==> src/rtl/collatz_inv_walk.sv <==
// Inverse-Collatz walker: builds a start value whose forward orbit hits the seed in len steps.
// Define COLLATZ_INV_CHECK_EN to add a forward-recurrence self-check before the result.
module collatz_inv_walk #(
    parameter int unsigned W  = 20,
    parameter int unsigned PW = 16,
    parameter int unsigned LW = 5
) (
    input  logic          clk,
    input  logic          rst,
    input  logic          st,
    input  logic [W-1:0]  seed,
    input  logic [PW-1:0] path,
    input  logic [LW-1:0] len,
    output logic          busy,
    output logic          done,
    output logic [W-1:0]  n_out,
    output logic [LW-1:0] orbit,
    output logic [LW-1:0] odd_cnt,
    output logic [PW-1:0] taken,
    output logic          ovf,
    output logic          err,
    output logic          chk_ok
);

    localparam int unsigned Iw = (PW > 1) ? $clog2(PW) : 1;
    localparam logic [W-1:0] Three = W'(3);
    localparam logic [W-1:0] One   = W'(1);

    typedef enum logic [1:0] {StIdle, StStep, StCheck, StDone} state_e;

    state_e        state;
    logic [W-1:0]  k;
    logic [PW-1:0] path_q;
    logic [LW-1:0] len_q;

    logic [W-1:0]  km1, q, mod3, k_nxt;
    logic [Iw-1:0] idx;
    logic          odd_ok, step_ovf, last_step;

    // Inverse odd branch is only taken when it lands on an odd q > 1 (avoids the 1-4-2-1 loop).
    assign km1       = k - One;
    assign q         = km1 / Three;
    assign mod3      = km1 % Three;
    assign idx       = orbit[Iw-1:0];
    assign odd_ok    = path_q[idx] && (mod3 == '0) && q[0] && (q > One);
    assign k_nxt     = odd_ok ? q : (k << 1);
    assign step_ovf  = !odd_ok && k[W-1];
    assign last_step = (orbit + LW'(1)) == len_q;

`ifdef COLLATZ_INV_CHECK_EN
    logic [W-1:0]  seed_q, c_q, c_fwd;
    logic [LW-1:0] chk_cnt;

    assign c_fwd = c_q[0] ? ((c_q << 1) + c_q + One) : (c_q >> 1);
`else
    assign chk_ok = 1'b0;
`endif

    always_ff @(posedge clk) begin
        if (rst) begin
            state   <= StIdle;
            busy    <= 1'b0;
            done    <= 1'b0;
            ovf     <= 1'b0;
            err     <= 1'b0;
            n_out   <= '0;
            orbit   <= '0;
            odd_cnt <= '0;
            taken   <= '0;
            k       <= '0;
            path_q  <= '0;
            len_q   <= '0;
`ifdef COLLATZ_INV_CHECK_EN
            chk_ok  <= 1'b0;
            seed_q  <= '0;
            c_q     <= '0;
            chk_cnt <= '0;
`endif
        end else begin
            done <= 1'b0;
            case (state)
                StIdle: begin
                    if (st) begin
                        k       <= seed;
                        path_q  <= path;
                        len_q   <= len;
                        orbit   <= '0;
                        odd_cnt <= '0;
                        taken   <= '0;
                        ovf     <= 1'b0;
                        err     <= 1'b0;
`ifdef COLLATZ_INV_CHECK_EN
                        chk_ok  <= 1'b0;
                        seed_q  <= seed;
`endif
                        if (seed == '0 || 32'(len) > PW) begin
                            err   <= 1'b1;
                            state <= StDone;
                            done  <= 1'b1;
                            n_out <= seed;
                        end else if (len == '0) begin
                            state <= StDone;
                            done  <= 1'b1;
                            n_out <= seed;
                        end else begin
                            state <= StStep;
                            busy  <= 1'b1;
                        end
                    end
                end
                StStep: begin
                    if (step_ovf) begin
                        ovf   <= 1'b1;
                        state <= StDone;
                        done  <= 1'b1;
                        busy  <= 1'b0;
                        n_out <= k;
                    end else begin
                        k     <= k_nxt;
                        orbit <= orbit + LW'(1);
                        if (odd_ok) begin
                            odd_cnt    <= odd_cnt + LW'(1);
                            taken[idx] <= 1'b1;
                        end
                        if (last_step) begin
`ifdef COLLATZ_INV_CHECK_EN
                            state   <= StCheck;
                            c_q     <= k_nxt;
                            chk_cnt <= '0;
`else
                            state <= StDone;
                            done  <= 1'b1;
                            busy  <= 1'b0;
                            n_out <= k_nxt;
`endif
                        end
                    end
                end
`ifdef COLLATZ_INV_CHECK_EN
                StCheck: begin
                    c_q     <= c_fwd;
                    chk_cnt <= chk_cnt + LW'(1);
                    if ((chk_cnt + LW'(1)) == orbit) begin
                        state  <= StDone;
                        done   <= 1'b1;
                        busy   <= 1'b0;
                        n_out  <= k;
                        chk_ok <= (c_fwd == seed_q);
                    end
                end
`endif
                default: state <= StIdle;
            endcase
        end
    end

endmodule

==> config.mk <==
export PLATFORM = sky130hd
export DESIGN_NAME = collatz_inv_walk
export DESIGN_NICKNAME = d
export VERILOG_FILES = /design/src/rtl/collatz_inv_walk.sv
export SDC_FILE = /design/constraint.sdc
export NUM_CORES = 1
export LEC_CHECK = 0
export ABC_AREA = 1
export CAP_MARGIN = 10
export CORE_ASPECT_RATIO = 2
export CORE_MARGIN = 10
export CORE_UTILIZATION = 45
export CTS_BUF_LIST = sky130_fd_sc_hd__clkbuf_8
export DETAILED_ROUTE_END_ITERATION = 10
export MAX_ROUTING_LAYER = met4
export PLACE_DENSITY = 0.67
export SYNTH_ARGS = -nofsm -noshare
export SYNTH_HDL_FRONTEND = slang
export SYNTH_SLANG_ARGS = --single-unit
==> constraint.sdc <==
create_clock -name clk -period 10.07 [get_ports clk]
set_input_delay 1.007 -clock clk [delete_from_list [all_inputs] [get_ports clk]]
set_output_delay 1.007 -clock clk [all_outputs]
set_load 0.005 [all_outputs]
-- Word level (Yosys, flattened, before mapping)
Index checks and enable logic that the tools add are counted.
- register bits: 93
- output and inout bits: 51
- add/subtract/negate cells: 3
- divide/modulo/power cells: 2
- magnitude comparators: 4
- equality and inequality tests: 10
- mux-type cells: 46
- bitwise operators: 1
- reductions and logical operators: 19
- operator list (kind ; number):
    $mux W20 ; 8
    $pmux W20 S2 ; 2
    $mux W16 ; 3
    $logic_not A20 Y1 ; 2
    $pmux W16 S2 ; 1
    $div A20 B2 Y20 const B ; 1
    $gt A20 B1 Y1 const B ; 1
    $mod A20 B2 Y20 const B ; 1
    $mux W5 ; 4
    $pmux W5 S2 ; 2
    $sub A20 B1 Y20 const B ; 1
    $or A16 B16 Y16 ; 1
    $mux W1 ; 15
    $ne A2 B2 Y1 const B ; 6
    $add A5 B1 Y5 const B ; 2
    $mux W2 ; 5
    $reduce_and A4 Y1 ; 2
    $ne A3 B3 Y1 const B ; 2
    $pmux W1 S2 ; 3
    $reduce_and A3 Y1 ; 2
    $eq A5 B5 Y1 ; 1
    $gt A5 B5 Y1 const B ; 1
    $logic_and A1 B1 Y1 ; 5
    $logic_not A5 Y1 ; 1
    other kinds (12) ; 13

-- Logic depth before layout (Yosys ltp)
- depth after elaboration: 10
- depth in mapped cells: 72
- depth with buffers taken out: 71

-- Least setup slack after synthesis
OpenSTA, ideal clock, no wires.
- path type: reg2reg
- start point: reg k[0]
- end point: reg done
- data arrival time: 7.110 ns
- path slack: 2.849 ns
- stages on the path, launching flop included: 62
- buffers on the path: 2
- period minus slack after synthesis: 7.221 ns
- path through: dfxtp_1 inv_2 ha_1 nand2_1 nor3_2 nand2_2 o21ai_4 inv_2 o21bai_2 nand3_2 nand3_1 nand2_1 o21ai_1 nand2_1 inv_1 o21bai_1 nand3_1 nand2_1 [... 26 more ...] inv_2 ha_1 a21oi_4 nand3_1 and2_1 ha_1 a2111oi_0 o21ai_1 nor2_4 nand2_2 nor2_4 nand3_4 nand3_2 buf_6 nand3_4 buf_6 nand2_1 inv_1
- cells in the longest elaborated chain, start to end: 10
- ends and longest elaborated chain (element ; line ; RTL):
    from (decl) ; 32 ; logic [W-1:0] k;
    from (signal assigned) ; 119 ; k <= k_nxt;
    $sub A20 B1 Y20 (*) ; 41 ; assign km1 = k - One;
    branches (longest 4 deep; another with $div A20 B2 Y20) ; - ;
    $logic_and A1 B1 Y1 (*) ; 45 ; assign odd_ok = path_q[idx] && (mod3 == '0) && q[0] && (q > One);
    $logic_not A1 Y1 (*) ; 47 ; assign step_ovf = !odd_ok && k[W-1];
    $logic_and A1 B1 Y1 (*) ; 47 ;
    $mux W1 (*) ; 112 ; if (step_ovf) begin
    $pmux W1 S2 (*) ; 81 ; case (state)
    to (signal assigned) ; 63 ; done <= 1'b0;
    to (signal assigned) ; 80 ; done <= 1'b0;
    to (signal assigned) ; 115 ; done <= 1'b1;
    to (decl) ; 15 ; output logic done,
Every way passes the cells marked *.
A chain may end at the register's enable or synchronous reset.

-- Worst setup path in the final report
- start point: reg k[0]
- end point: reg orbit[3]
- cells in the longest elaborated chain, start to end: 10
- ends and longest elaborated chain (element ; line ; RTL):
    $sub A20 B1 Y20 (*) ; 41 ;
    branches (longest 4 deep; another with $div A20 B2 Y20) ; - ;
    $logic_and A1 B1 Y1 (*) ; 45 ;
    $logic_not A1 Y1 (*) ; 47 ;
    $logic_and A1 B1 Y1 (*) ; 47 ;
    $ne A2 B2 Y1 (no source line) (*) ; - ;
    $reduce_and A3 Y1 (no source line) (*) ; - ;
    to (signal assigned) ; 120 ; orbit <= orbit + LW'(1);
    to (decl) ; 17 ; output logic [LW-1:0] orbit,
Marks and branches as above.

==> metrics <==
fmax=0.1112 GHz; core area=0.01443 mm2; required time of the worst setup path=10.33 ns; Root Buffer=clkbuf_8; Final Max Tran Viols=0; post-synth cell types=52; worst skew pair latency=~0.38 ns; commonest cells after routing, fill and taps aside=257 x nand2_1, 157 x inv_1, 108 x nor2_1; width of the chip=between 100 and 150 um; Buf/Inv on CP=9; Worst Setup Path Type=reg2reg; Initial Utilization=roughly 46%; die area=between 0.02 and 0.025 mm2; pin count of the biggest net entering global routing=69; Site Rows=62; Final Hold Fails=0; Top delay family on crit path=simple AND/OR/NAND/NOR gates; final setup fails=0; share of cells above drive strength 1=under 10%; Cells after Synth=1,046; delay of the slowest critical-path stage=approximately 0.42 ns; via count=between 6k and 7k; Final Cycle Share=just under 90%; Levels on crit path=between 60 and 70; crit path DAT=a little over 9 ns; CP most frequent cell=nand2_1; FF+latch area=0.001862 mm2; drt via density=approximately 5.2; Clock Sinks=93; Worst Setup End Kind=register; outcome=finished, final reports clean; Worst setup startpoint=k[0]$_SDFFE_PP0P_; Register-to-Register Path Depth=just over 60; routed wire length=20,550 um; sequential area share after synthesis=between 20% and 30%; grt ovf=0; Post-CTS Resized=0; HP Class=reg2reg; mean routed wirelength per cell=15.65 um; Post-synth top flop=dfxtp_1; detailed placer's ending HPWL=16,240 um; area delta synth->final=17.16%; most common cell after layout, fill and taps aside=nand2_1; CTS clk-pin slew, worst paths=approximately 0.08 ns; WHS Path Cells=2; Final ANT Viol Nets=0; initial antenna violation count=0; post-layout min period=8.991 ns; async set or reset register ratio after synthesis=0%; R2R Setup Slk=1.08 ns; FF+latch count, synth=93; net count after synthesis=1,099; Fillers=between 1.5k and 2k; Longest Clk Path Bufs=2; CTS tree=built; Post-Syn Area=between 0.006 and 0.007 mm2; clk_skew=between 0.01 and 0.015 ns; 1st-iter DRT viols=around 440; Buffers on Ports=93; area of the multi-input gates=roughly 0.0039 mm2; max_cap viols=0; Slew @ Worst Pin=0.9450 ns; CP max FO=22; syn_area_per_cell=between 6 and 7 um2; hold_buf cts=0; CP startpoint kind=register; first-pass GRT wire length=around 33,000 um; Reg-to-Reg End=orbit[3]$_SDFFE_PP0P_; Ports=95; DRC=0; Post-synth EDFFs=0; H-tree levels=3; Warnings, synthesis=0; die span in y=192.2 um; gr usage total=between 20% and 30%; Nets=around 1.2k; RSZ-0062 raised after global routing=no; Inserted Diodes=0; vias in the first global route=around 6.7k; Setup Buffers After CTS=0; placer congestion estimate=between 0.9 and 1; cts bufs inserted=9; setup TNS=0 ns; Max-slew headroom=36.85%; reg-to-reg startpoint=k[0]$_SDFFE_PP0P_; first drt pass iteration count=5; Worst Setup EP=orbit[3]$_SDFFE_PP0P_; Worst path slowest cell=dfxtp_1
-- registers in the layout (all words and copies together), names as in the netlist, 2 cells and up --
register and count:
len_q 5, state 2, taken 16, k 20, orbit 5, path_q 16, n_out 20, odd_cnt 5
-- per-layer routing --
metal  vias to the layer above  share of wire, %  GRT usage, %
li1                       3481                 -             -
met1                      3122                37         19.23
met2                       217                52         37.17
met3                        70               4.3         2.786
met4                         0               6.3         14.08
met5                         -                 0             -
-- how the worst min path moves through the flow --
stage	start	end	slack, ns
finish	taken[9]$_SDFFE_PP0P_	taken[9]$_SDFFE_PP0P_	0.45
global route	taken[5]$_SDFFE_PP0P_	taken[5]$_SDFFE_PP0P_	0.48
CTS	taken[5]$_SDFFE_PP0P_	taken[5]$_SDFFE_PP0P_	0.45
detailed placement	taken[5]$_SDFFE_PP0P_	taken[5]$_SDFFE_PP0P_	0.44
global placement	taken[2]$_SDFFE_PP0P_	taken[2]$_SDFFE_PP0P_	0.44
floorplan	path_q[14]$_SDFFE_PP0P_	path_q[14]$_SDFFE_PP0P_	0.44
-- per-stage QoR --
step	area (um2)	setup slack [ns]	hold WS [ns]	instances	util, %
6_report	7818	1.079	0.4476	1313	54.18
5_1_grt	7818	0.05637	0.4764	1313	54.18
3_3_place_gp	7592	1.288	0.4351	1297	52.62
3_5_place_dp	7592	1.007	0.4389	1297	52.62
2_1_floorplan	6673	2.849	0.4417	1046	-
4_1_cts	7802	0.9675	0.4528	1313	54.08
-- area by class of cell --
class | count | area share (%)
clock buffer | 12 | 2.113
clock inverter | 4 | 0.5762
inverter | 169 | 8.179
multi-input combinational | 742 | 49.52
sequential | 93 | 23.82
tap | 192 | 3.073
timing repair buffer | 101 | 12.72
-- cells in the mapped netlist, types with 5 or more instances --
library cell	n	area, um2
buf_6	10	112.6
nor2_2	6	37.54
xor2_1	17	148.9
nand3_2	27	270.3
nand3_1	76	380.4
inv_2	10	37.54
inv_1	158	593.1
nand2_1	257	964.7
ha_1	9	112.6
a31oi_1	5	31.28
nand3b_1	7	52.55
nor2_4	6	67.56
a21oi_1	43	215.2
o21ai_1	27	135.1
clkbuf_1	9	33.78
nor4_1	6	37.54
o21ai_0	47	235.2
nor2_1	108	405.4
dfxtp_1	93	1862
buf_2	7	35.03
nand2_2	17	106.4
nand4_1	40	250.2
buf_4	10	75.07
-- worst reg2reg max path: cells and delay by family (launching register included) --
kind,cells,cell delay [ns]
AO/OA/AOI/OAI,13,2.18
flip-flops,1,0.42
buffers and inverters,9,1.02
adder cells (fa/ha/maj),3,0.79
AND/OR/NAND/NOR,36,4.43
-- cells by family (layout without fill, tap and decap cells) --
logic type / count (synthesis) / count (layout) / synth area share [%]
adder cells (fa/ha/maj): 9 / 9 / 1.688
AO/OA/AOI/OAI: 149 / 149 / 13.03
AND/OR/NAND/NOR: 564 / 564 / 40.65
other: 1 / 1 / 0.05620
buffers and inverters: 211 / 286 / 14.18
XOR/XNOR: 19 / 19 / 2.494
flip-flops: 93 / 93 / 27.90
Power is not shown: default switching activity piles up to over one toggle a cycle in this logic, so the estimate is an artifact.
==> RTL change (same flow settings) <==
Reset style: asynchronous (`rst`), changed in one clocked block.
--- a/src/rtl/collatz_inv_walk.sv
+++ b/src/rtl/collatz_inv_walk.sv
@@ -56,7 +56,7 @@
     assign chk_ok = 1'b0;
 `endif
 
-    always_ff @(posedge clk) begin
+    always_ff @(posedge clk or posedge rst) begin
         if (rst) begin
             state   <= StIdle;
             busy    <= 1'b0;
Function: differs if rst is asserted again (counterexample within 4 cycles, from zero or initial values and one cycle with rst high); with rst held inactive, the same outputs for 4 cycles.
==> RTL change against the original RTL <==
Cell count fell by 3.6%. Routed wire length rose by 2.5%. Synthesized area grew 2.0%. Highest routed layer unchanged. Die area increased by 1.7%. Sequential cell count unchanged. Design area grew 1.7%. Via count decreased by 3.6%. Non-clock buffer count fell by 2. Sequential share of layout area rose by 5.5 points. Synthesized cell count decreased by 4.8%. Worst setup slack better by 0.32 ns.
Power is left out: the tool's default activity adds up to more than one toggle a clock period on the data nets, which glitch-free logic cannot reach.
==> RTL change: results (changes against the original RTL) <==
* Status: completed
* Adder-Cell Fraction of Synth Area at 0.01654 (-0.0003319)
* Sequential element share of the synthesized area at 0.3419 (+0.06289)
* Cell count after placement at 1251 (-3.5%)
* Clock skew at 0.01114 ns (-0.002582 ns)
* Post-Synth XOR/XNOR Area at 0.02812 (+0.003186)
* Yosys cell types at 48 (-7.7%)
* Slowest CP cell: a21oi_4
* Vias per cell at 5.248 (about the same)
* Final worst slack at 1.402 ns (+0.3228 ns)
* Setup crit start: k[0]$_DFFE_PP0P_
* Final hold slack at 0.4897 ns (+0.04211 ns)
* Synth top cells by count: nand2_1, inv_1, dfrtp_1
* Share of cells above drive strength 1 at 0.1027 (+0.003689)
* Vias at 6644 (-3.6%)
* Slowest Stage Delay on Critical Path at 0.54 ns (+0.12 ns)
* Worst EP arrival at 8.98 ns (-0.27 ns)
* 1st-iter DRT viols at 443 (+1.8%)
* Hold Path Sink: err$_DFFE_PP0P_
* Fillcell total at 1542 (+0.39%)
* Dpl hpwl at 16.69 mm (+2.7%)
* Drt wl/cell at 16.63 um (+6.3%)
* M3 GR Usage at 0.02264 (-0.005225)
* Met1 GRT Util at 0.2002 (+0.007888)
* Async S/R FF share, synth at 1.000 (+1.000)
* Cells after Synth at 996 (-4.8%)
-- RTL change: changes by cell type after synthesis, moves of 9 or more --
cell     change
a21oi_1      -9
dfrtp_1     +93
dfxtp_1     -93
inv_1       -56
nand2_1    +104
nand3_2     -14
nor2_1      -68
o21ai_0     -26
o21ai_1      +9
-- RTL change: final cells by class --
| type | count | area (um2) | share of cell area |
|---|---|---|---|
| clock buffers | 11 | 151.4 | 0.01904 |
| well taps | 195 | 244.0 | 0.03068 |
| repair buffers | 99 | 975.9 | 0.1227 |
| clock inverters | 4 | 31.28 | 0.003934 |
| inverters | 118 | 446.7 | 0.05618 |
| flip-flops and latches | 93 | 2327 | 0.2927 |
| multi-input cells | 746 | 3775 | 0.4747 |
-- RTL change: layer usage --
layer  wire, um  vias up
met2      11720      173
met3        578       54
met5          0        -
met4       1207        0
li1           -     3348
met1       7549     3069
